===== config.mk =====
export PLATFORM = sky130hd
export DESIGN_NAME = hlamgcd
export DESIGN_NICKNAME = d
export VERILOG_FILES = /design/src/rtl/hlamgcd.sv
export SDC_FILE = /design/constraint.sdc
export NUM_CORES = 1
export LEC_CHECK = 0
export ABC_AREA = 1
export BUFFER_PORTS_ARGS = -buffer_cell sky130_fd_sc_hd__buf_2
export CAP_MARGIN = 40
export CELL_PAD_IN_SITES_DETAIL_PLACEMENT = 1
export CELL_PAD_IN_SITES_GLOBAL_PLACEMENT = 2
export CORE_ASPECT_RATIO = 1.5
export CORE_MARGIN = 1.5
export CORE_UTILIZATION = 33
export DETAILED_ROUTE_END_ITERATION = 6
export GPL_TIMING_DRIVEN = 1
export PLACE_DENSITY = 0.87
export RECOVER_POWER = 25
export SLEW_MARGIN = 15
export SYNTH_ARGS = -nofsm -noshare
export SYNTH_HDL_FRONTEND = slang
export SYNTH_SLANG_ARGS = --single-unit

===== constraint.sdc =====
create_clock -name clk -period 4.1 [get_ports clk]
set_input_delay 0.615 -clock clk [delete_from_list [all_inputs] [get_ports clk]]
set_output_delay 0.615 -clock clk [all_outputs]
set_load 0.005 [all_outputs]

===== src/rtl/hlamgcd.sv =====
// hlamgcd: iterative GCD by repeated subtraction, one step per clock.
// Ports: clk, reset (sync, active-low), start, a, b -> done, result.
module hlamgcd #(
  parameter int WIDTH = 8
) (
  input  logic             clk,
  input  logic             reset,
  input  logic             start,
  input  logic [WIDTH-1:0] a,
  input  logic [WIDTH-1:0] b,
  output logic             done,
  output logic [WIDTH-1:0] result
);

  typedef enum logic [1:0] {
    IDLE = 2'd0,
    CALC = 2'd1,
    DONE = 2'd2
  } state_t;

  state_t           state_q;
  logic [WIDTH-1:0] x_q;
  logic [WIDTH-1:0] y_q;
  logic             done_q;
  logic [WIDTH-1:0] result_q;

  logic             x_lt_y;
  logic [WIDTH-1:0] x_minus_y;
  logic [WIDTH-1:0] y_minus_x;

  // Only the difference selected by x_lt_y is ever stored, so the
  // smaller operand is always taken from the larger one.
  assign x_lt_y    = (x_q < y_q);
  assign x_minus_y = x_q - y_q;
  assign y_minus_x = y_q - x_q;

  always_ff @(posedge clk) begin
    if (!reset) begin
      state_q  <= IDLE;
      x_q      <= '0;
      y_q      <= '0;
      done_q   <= 1'b0;
      result_q <= '0;
    end else begin
      unique case (state_q)
        IDLE, DONE: begin
          // result_q is left alone so it holds until the next finish.
          if (start) begin
            x_q     <= a;
            y_q     <= b;
            done_q  <= 1'b0;
            state_q <= CALC;
          end
        end
        CALC: begin
          if (x_q == '0) begin
            result_q <= y_q;
            done_q   <= 1'b1;
            state_q  <= DONE;
          end else if (y_q == '0 || x_q == y_q) begin
            result_q <= x_q;
            done_q   <= 1'b1;
            state_q  <= DONE;
          end else if (x_lt_y) begin
            y_q <= y_minus_x;
          end else begin
            x_q <= x_minus_y;
          end
        end
        default: begin
          state_q <= IDLE;
        end
      endcase
    end
  end

  assign done   = done_q;
  assign result = result_q;

endmodule


After elaboration in Yosys (flattened, before gate mapping)
Index checks and enable logic that the tools add are counted.
{"block": "totals", "word_cells": 49, "reg_bits": 27, "input_bits": 19, "output_inout_bits": 9}
{"block": "op_classes", "n_lt_le_gt_ge": 1, "n_addsub": 2, "n_eq_ne": 9, "mux": 20, "n_reduce_logical": 12}
{"op": "$mux 8", "n": 10}
{"op": "$pmux 8 s2", "n": 2}
{"op": "$logic_not 8->1", "n": 2}
{"op": "$sub 8x8->8", "n": 2}
{"op": "$ne 2x2->1 const B", "n": 5}
{"op": "$reduce_and 5->1", "n": 2}
{"op": "$eq 8x8->1", "n": 1}
{"op": "$lt 8x8->1", "n": 1}
{"op": "$mux 2", "n": 3}
{"op": "$pmux 2 s2", "n": 1}
{"op": "$reduce_and 2->1", "n": 2}
{"op": "$reduce_bool 2->1", "n": 2}
{"op": "$mux 1", "n": 3}
{"op": "$ne 3x3->1 const B", "n": 1}
{"op": "$reduce_and 3->1", "n": 1}
{"op": "$eq 2x1->1 const B", "n": 1}
{"op": "$eq 2x2->1 const B", "n": 1}
{"op": "$logic_not 2->1", "n": 1}
{"op": "$pmux 1 s2", "n": 1}
{"op": "$reduce_or 2->1", "n": 1}
{"op": "$logic_or 1x1->1", "n": 1}

Depth between registers and ports, before layout
Gate-level depths: netlist (run 1).
{"block": "depth", "depth_word": 5, "mapped_depth": 15, "depth_no_buf": 13}

Least setup slack after synthesis (run 1)
No wires, ideal clock.
{"block": "synth_path", "path_type": "flip-flop to flip-flop", "startpoint": "register x_q[0]", "endpoint": "register y_q[1]", "required_time_ns": 3.987, "synth_period_minus_slack_ns": 1.886, "path_buffers": 1, "setup_ns": 0.113, "arrival_ns": 1.773, "slack_ns": 2.214, "path_stages_with_launch": 15, "cell_sequence": "dfxtp_1 inv_2 ha_1 fa_1 inv_1 nand3_1 nand2_2 nand2_1 nand2_1 nand2_2 nand3_4 buf_6 nand2_1 nand2_1 nor2_1"}
{"block": "synth_via", "elab_chain_cells": 5, "word_cells_on_any_way": 13, "classes_between": "1 x add/sub; 1 x order compare; 4 x eq/ne; 4 x mux; 3 x reduce/logical"}
{"element": "start: declaration", "line_no": "22", "source": "logic [WIDTH-1:0] x_q;"}
{"element": "start signal: assignment", "line_no": "67", "source": "x_q <= x_minus_y;"}
{"element": "$sub 8x8->8", "line_no": "35", "source": "assign y_minus_x = y_q - x_q;"}
{"element": "$mux 8", "line_no": "64", "source": "end else if (x_lt_y) begin"}
{"element": "$mux 8", "line_no": "60", "source": "end else if (y_q == '0 || x_q == y_q) begin"}
{"element": "$mux 8", "line_no": "56", "source": "if (x_q == '0) begin"}
{"element": "$pmux 8 s2", "line_no": "45", "source": "unique case (state_q)"}
{"element": "end signal: assignment", "line_no": "65", "source": "y_q <= y_minus_x;"}
{"element": "end: declaration", "line_no": "23", "source": "logic [WIDTH-1:0] y_q;"}
Parallel ways exist; a longest one is shown, timed or not. The select of a mux whose other input is x is not followed.
A chain may end at the register's enable or synchronous reset.

Final worst setup path (run 1)
Ends and elaborated chain as after synthesis.

==> metrics.md, run 1 <==
| Metric | Value |
|---|---|
| Status | `complete, no violations` |
| Total CTS buffers | `3` |
| CTS Sinks | `27` |
| Max Freq | `0.455 GHz` |
| Vias per std cell | `4.84` |
| Hold_ws | `0.494 ns` |
| DP Area | `2330 um^2` |
| Share of cells above drive strength 1 | `14.3%` |
| Clock latency on the worst-skew pair | `0.28 ns` |
| DP Worst Slack | `1.91 ns` |
| Final hold violation count | `0` |
| Sequential element share of the synthesized area | `24.7%` |
| Critical path endpoint category | `register` |
| Core ar. | `6440 um^2` |
| Post-Synthesis Cells | `357` |
| Share of flip-flops with an asynchronous set or reset | `0%` |
| ANT nets after route | `0` |
| Root Buffer | `clkbuf_8` |
| Max Slew Vio Count | `0` |
| Most frequent CP cell | `nand2_1` |
| Power density over the cells | `roughly 950 nW/um^2` |
| Worst setup SP type | `register` |
| DRC | `0` |
| Die width | `69.5 um` |
| CP max stage delay | `around 0.41 ns` |
| Critical-path top delay cell | `fa_1` |
| Final WL | `6380 um` |
| Worst endpoint required time | `about 4.3 ns` |
| Largest net degree at the start of global routing | `28` |
| Buffer and inverter count on the worst path | `2` |
| Total Power | `around 2.3 mW` |
| Worst-Margin Slew | `0.500 ns` |
| Unique masters post-synth | `28` |
| # rows | `36` |
| Setup CP Type | `reg2reg` |
| FF-to-FF path depth | `13` |
| Post-CTS Resized | `0` |
| CP Depth | `13` |
| Most common cell after layout, fill and taps aside | `nand2_1` |
| Avg Cell Area, Syn | `6.13 um^2` |
| Routability cong. | `0.781` |
| Final Cell Area | `2380 um^2` |
| Final #Nets | `between 400 and 500` |
| Main synth FF type | `dfxtp_1` |
| RSZ-0062 raised after global routing | `no` |
| Cell Chain, Critical Path | `inv_2 > ha_1 > fa_1 > inv_1 > nand3_1 > nand2_2 > nand2_1 > nand2_1 > nand2_2 > nand3_4 > nand2_1 > nand2_1 > nor2_1` |
| Syn nets | `393` |
| DP Cell Count | `between 400 and 500` |
| Slack of the critical path | `approximately 1.9 ns` |
| Max-cap violations | `0` |
| IO Port Bufs | `27` |
| Slew HR | `roughly two thirds` |
| EDFF count, synth | `0` |
| Routed len/inst | `14.0 um` |
| GRT Total Usage | `18.5%` |
| Yosys top cell by area | `dfxtp_1` |
| Initial antenna violation count | `0` |
| Initial Util | `34.0%` |
| DR vias | `roughly 2200` |
| HPWL reported at the end of detailed placement | `slightly above 5000 um` |
| VDD IR max | `slightly above 0.3 mV` |
| Die footprint | `7140 um^2` |
| CTS tree | `built` |
| Clock-pin slew on the worst setup and hold paths | `0.10 ns` |
| Setup Skew | `between 0.003 and 0.004 ns` |
| Register bit total from synthesis | `27` |
| Pleak | `about 1.3 nW` |
| Die Y | `103 um` |
| Yosys warning count | `0` |
| Post-CTS Setup Inserts | `0` |
| First-pass GRT wire length | `about 10000 um` |
| Clock period minus worst slack | `2.20 ns` |
| Pre-antenna DRT Iters | `4` |
| Commonest non-fill, non-tap cells in the layout | `nand2_1 (114), nor2_1 (53), inv_1 (47), nand3_1 (29), dfxtp_1 (27)` |
| I/O pins | `28` |
| H-tree levels | `1` |
| Number of global-route vias before repair | `2178` |
| Hold depth | `2` |
| Hold Path Class | `reg2reg` |
| Total gr overflow | `0` |
| DR iter-0 viols | `64` |
| Top cell type's share of synthesized area | `around 25%` |
| Ant diodes | `0` |
| Layout Cells excl Fill | `454` |
| Area contributors post-synth | `dfxtp_1 (25%), nand2_1 (20%), nor2_1 (9.1%)` |
| Hold Buf Count CTS | `0` |
| Worst EP arrival | `2.39 ns` |
| Setup violators final | `0` |
| TNS Setup | `0 ns` |
| Clk buf depth | `2` |
| Final Cycle Share | `between 50% and 60%` |
| Mapped cell area | `about 2200 um^2` |
| Worst Path Max Fanout | `13` |
| CP top delay family | `simple AND/OR/NAND/NOR gates` |
| Area Growth Syn to Fin | `8.57%` |
| Finished Core Util | `36.9%` |
## Yosys cell counts (2+ instances only)
| cell | count |
|---|---|
| buf_2 | 2 |
| fa_1 | 2 |
| or2_2 | 3 |
| nand4_1 | 2 |
| a22oi_1 | 2 |
| inv_2 | 5 |
| o21ai_0 | 18 |
| dfxtp_1 | 27 |
| nand3_4 | 2 |
| nor2_1 | 53 |
| buf_6 | 5 |
| inv_1 | 47 |
| nand3_1 | 29 |
| nand2_4 | 2 |
| ha_1 | 15 |
| nand2_1 | 114 |
| a21oi_1 | 10 |
| nand2_2 | 8 |
| nand3_2 | 2 |
## worst min-delay path, stage by stage (launching register included)
cell and delay, ns:
dfxtp_1 0.34, nor2_1 0.05, nor2_1 0.08
## cell type report
cell class / instances / area [um^2]
well taps: 76 / 95.1
multi-input cells: 267 / 1360
inverters: 53 / 200
flip-flops and latches: 27 / 541
clock buffers: 3 / 41.3
clock inverters: 1 / 7.51
repair buffers: 27 / 131
fillers: 891 / 4060
## state kept, by name, summed over array words and instances (netlist names)
register,count
result,8
y_q,8
x_q,8
done,1
state_q,2
## logic make-up after synthesis
group	synth area share [%]
AND/OR/NAND/NOR	43.6
buffers and inverters	13.1
AO/OA/AOI/OAI	8.17
flip-flops	24.7
adder cells (fa/ha/maj)	10.4
## worst paths after layout
kind                               start                      to  slack [ns]
setup / recovery     x_q[0]$_SDFFE_PN0P_     y_q[1]$_SDFFE_PN0P_        1.90
hold / removal    result[4]$_SDFFE_PN0P_  result[4]$_SDFFE_PN0P_        0.49
setup reg to reg     x_q[0]$_SDFFE_PN0P_     y_q[1]$_SDFFE_PN0P_        1.90
hold reg to reg   result[4]$_SDFFE_PN0P_  result[4]$_SDFFE_PN0P_        0.49
## per-layer routing
metal	vias up	routed length [um]	GRT usage [%]
li1	1137	-	-
met4	0	69	4.98
met5	-	0	0
met3	6	73	1.17
met1	1042	2700	20.5
met2	14	3540	37.9
## where the power goes
part,switching [mW],internal [mW]
clock network,0.0944,0.0693
registers,0.0679,0.372
logic,1.11,0.546
total,1.27,0.987
(Power assumes the default switching activity.)
==> inputs of run 2 (changes only) <==
--- a/config.mk
+++ b/config.mk
@@ -12,10 +12,10 @@
 export CELL_PAD_IN_SITES_GLOBAL_PLACEMENT = 2
 export CORE_ASPECT_RATIO = 1.5
 export CORE_MARGIN = 1.5
-export CORE_UTILIZATION = 33
+export CORE_UTILIZATION = 31
 export DETAILED_ROUTE_END_ITERATION = 6
 export GPL_TIMING_DRIVEN = 1
-export PLACE_DENSITY = 0.87
+export PLACE_DENSITY = 0.82
 export RECOVER_POWER = 25
 export SLEW_MARGIN = 15
 export SYNTH_ARGS = -nofsm -noshare
==> constraint.sdc (replaced) <==
create_clock -name clk -period 2.1 [get_ports clk]
set_input_delay 0.315 -clock clk [delete_from_list [all_inputs] [get_ports clk]]
set_output_delay 0.315 -clock clk [all_outputs]
set_load 0.005 [all_outputs]
==> metrics.md, run 2 (synthesized netlist as in run 1, its figures left out) <==
| Metric | Value |
|---|---|
| Status | `complete, no violations` |
| GRT Total Usage | `19.7% (+1.2 points)` |
| Clock period minus worst slack | `1.99 ns (-0.214 ns)` |
| VDD IR max | `0.781 mV (+160%)` |
| Pleak | `1.50 nW (+12%)` |
| Die Y | `106 um (+3.1%)` |
| Power density over the cells | `1940 nW/um^2 (+100%)` |
| Worst endpoint required time | `2.28 ns (-2.01 ns)` |
| Hold_sp | `b[6]` |
| Die width | `71.6 um (+3.0%)` |
| # rows | `37 (+2.8%)` |
| Layout Cells excl Fill | `482 (+6.2%)` |
| Initial Util | `32.0% (-2.0 points)` |
| R2r startpoint | `x_q[0]$_SDFFE_PN0P_` |
| Setup violators final | `0 (unchanged)` |
| DP Worst Slack | `0.00469 ns (-1.90 ns)` |
| Share of cells above drive strength 1 | `23.5% (+9.2 points)` |
| Max Freq | `0.504 GHz (+11%)` |
| Reg area | `542 um^2 (+0.23%)` |
| Most common cell after layout, fill and taps aside | `nand2_1` |
| Slew HR | `33.9% (-33 points)` |
| Hold Path Class | `in2reg` |
| Largest net degree at the start of global routing | `28 (unchanged)` |
| Worst Path Max Fanout | `7 (-6)` |
| Finished Core Util | `38.7% (+1.8 points)` |
| Core ar. | `6850 um^2 (+6.4%)` |
| Total CTS buffers | `3 (unchanged)` |
| HPWL reported at the end of detailed placement | `5750 um (+13%)` |
| H-tree levels | `1 (unchanged)` |
| Routed len/inst | `14.7 um (+4.9%)` |
| Clock-pin slew on the worst setup and hold paths | `0.11 ns (about the same)` |
| DRC | `0 (unchanged)` |
| Setup CP Type | `reg2reg` |
| Critical path endpoint category | `register` |
| Clk buf depth | `2 (unchanged)` |
| I/O pins | `28 (unchanged)` |
| Total gr overflow | `0 (unchanged)` |
| Worst setup SP type | `register` |
| Routability cong. | `0.805 (+3.1%)` |
| Setup Skew | `0.0111 ns (+0.00792 ns)` |
| FF-to-FF path depth | `13 (unchanged)` |
| Hold Buf Count CTS | `0 (unchanged)` |
| Final #Nets | `441 (+6.3%)` |
| Critical Path Start | `x_q[0]$_SDFFE_PN0P_` |
| Final hold violation count | `0 (unchanged)` |
| Ant diodes | `0 (unchanged)` |
| Max-cap violations | `0 (unchanged)` |
| Final WL | `7100 um (+11%)` |
| Clock latency on the worst-skew pair | `0.28 ns (about the same)` |
| Die footprint | `7590 um^2 (+6.2%)` |
| First-pass GRT wire length | `11700 um (+13%)` |
| DR vias | `2365 (+7.5%)` |
| Post-CTS Setup Inserts | `0 (unchanged)` |
| Max Slew Vio Count | `0 (unchanged)` |
| Worst-Margin Slew | `0.992 ns (+0.492 ns)` |
| Initial antenna violation count | `0 (unchanged)` |
| Hold_ws | `0.350 ns (-0.143 ns)` |
| Area Growth Syn to Fin | `21.0%` |
| Vias per std cell | `4.91 (+1.3%)` |
| CTS tree | `built` |
| Number of global-route vias before repair | `2523 (+16%)` |
| Multi-input logic area | `1450 um^2 (+6.6%)` |
| Worst EP arrival | `2.17 ns (-0.22 ns)` |
| CTS Sinks | `27 (unchanged)` |
| Fill count | `942 (+5.7%)` |
| TNS Setup | `0 ns (unchanged)` |
| Commonest non-fill, non-tap cells in the layout | `nand2_1 (108), nor2_1 (50), inv_1 (47), nand3_1 (27), dfxtp_1 (26)` |
| Slack of the critical path | `0.114 ns (-1.79 ns)` |
| IO Port Bufs | `27 (unchanged)` |
| Hold depth | `5 (+3)` |
| ANT nets after route | `0 (unchanged)` |
| Pre-antenna DRT Iters | `4 (unchanged)` |
| DR iter-0 viols | `39 (-39%)` |
| DP Cell Count | `476 (+5.8%)` |
| Final Cycle Share | `94.6% (+41 points)` |
| Root Buffer | `clkbuf_8` |
run 2: changes by cell type in the layout (fill, tap and decap cells not counted), moves of 2 or more:
cell     previous run  this run
nand2_4             2         4
buf_4               0        24
nand2_2             8        12
nand3_4             2         5
nor2_1             53        50
nand3_1            29        27
nor2_2              1         4
nand2_1           114       108
run 2: cell type report:
type	count	area share [%]
clock buffers	3	1.56
clock inverters	1	0.189
inverters	53	7.55
multi-input cells	269	54.8
flip-flops and latches	27	20.4
well taps	78	3.68
repair buffers	51	11.8
run 2: path summary, 6_finish.rpt:
check                           slack (ns)                     end
worst max-delay path                  0.11     y_q[4]$_SDFFE_PN0P_
worst min-delay path                  0.35     y_q[6]$_SDFFE_PN0P_
worst max register to register        0.11     y_q[4]$_SDFFE_PN0P_
worst min register to register        0.49  result[7]$_SDFFE_PN0P_
run 2: per-stage QoR:
stage	instance area, um^2	total power [mW]
final	2650	5.14
after global routing	2650	5.70
after CTS	2590	5.03
after detailed placement	2510	4.61
after global placement	2510	4.51
after floorplan	2190	3.40
run 2: worst max-delay path: stages, from the launching register on:
cell and delay, ns:
dfxtp_2 0.35, inv_2 0.05, ha_1 0.22, fa_2 0.36, inv_1 0.11, nand3_2 0.09
nand2_2 0.10, nand2_2 0.08, nand2_2 0.09, nand2_4 0.09, nand3_4 0.16, nand2_1 0.09
inv_1 0.06, nor2_1 0.04
run 2: routing by layer:
metal  track usage [%]  share of wire (%)  up-vias
met1              21.3                 39     1114
met2              38.0                 55       41
li1                  -                  -     1190
met3              1.52                2.2       20
met5                 0                  0        -
met4              8.22                3.6        0
run 2: repair_timing:
action	in CTS	in global routing
endpoints found under the setup margin	11	24
cloned	1	1
gates resized for setup	5	14
pin swaps	0	1
run 2: power breakdown:
part	switching, mW	internal [mW]
clock	0.180	0.134
sequential	0.131	0.728
combinational	2.46	1.50
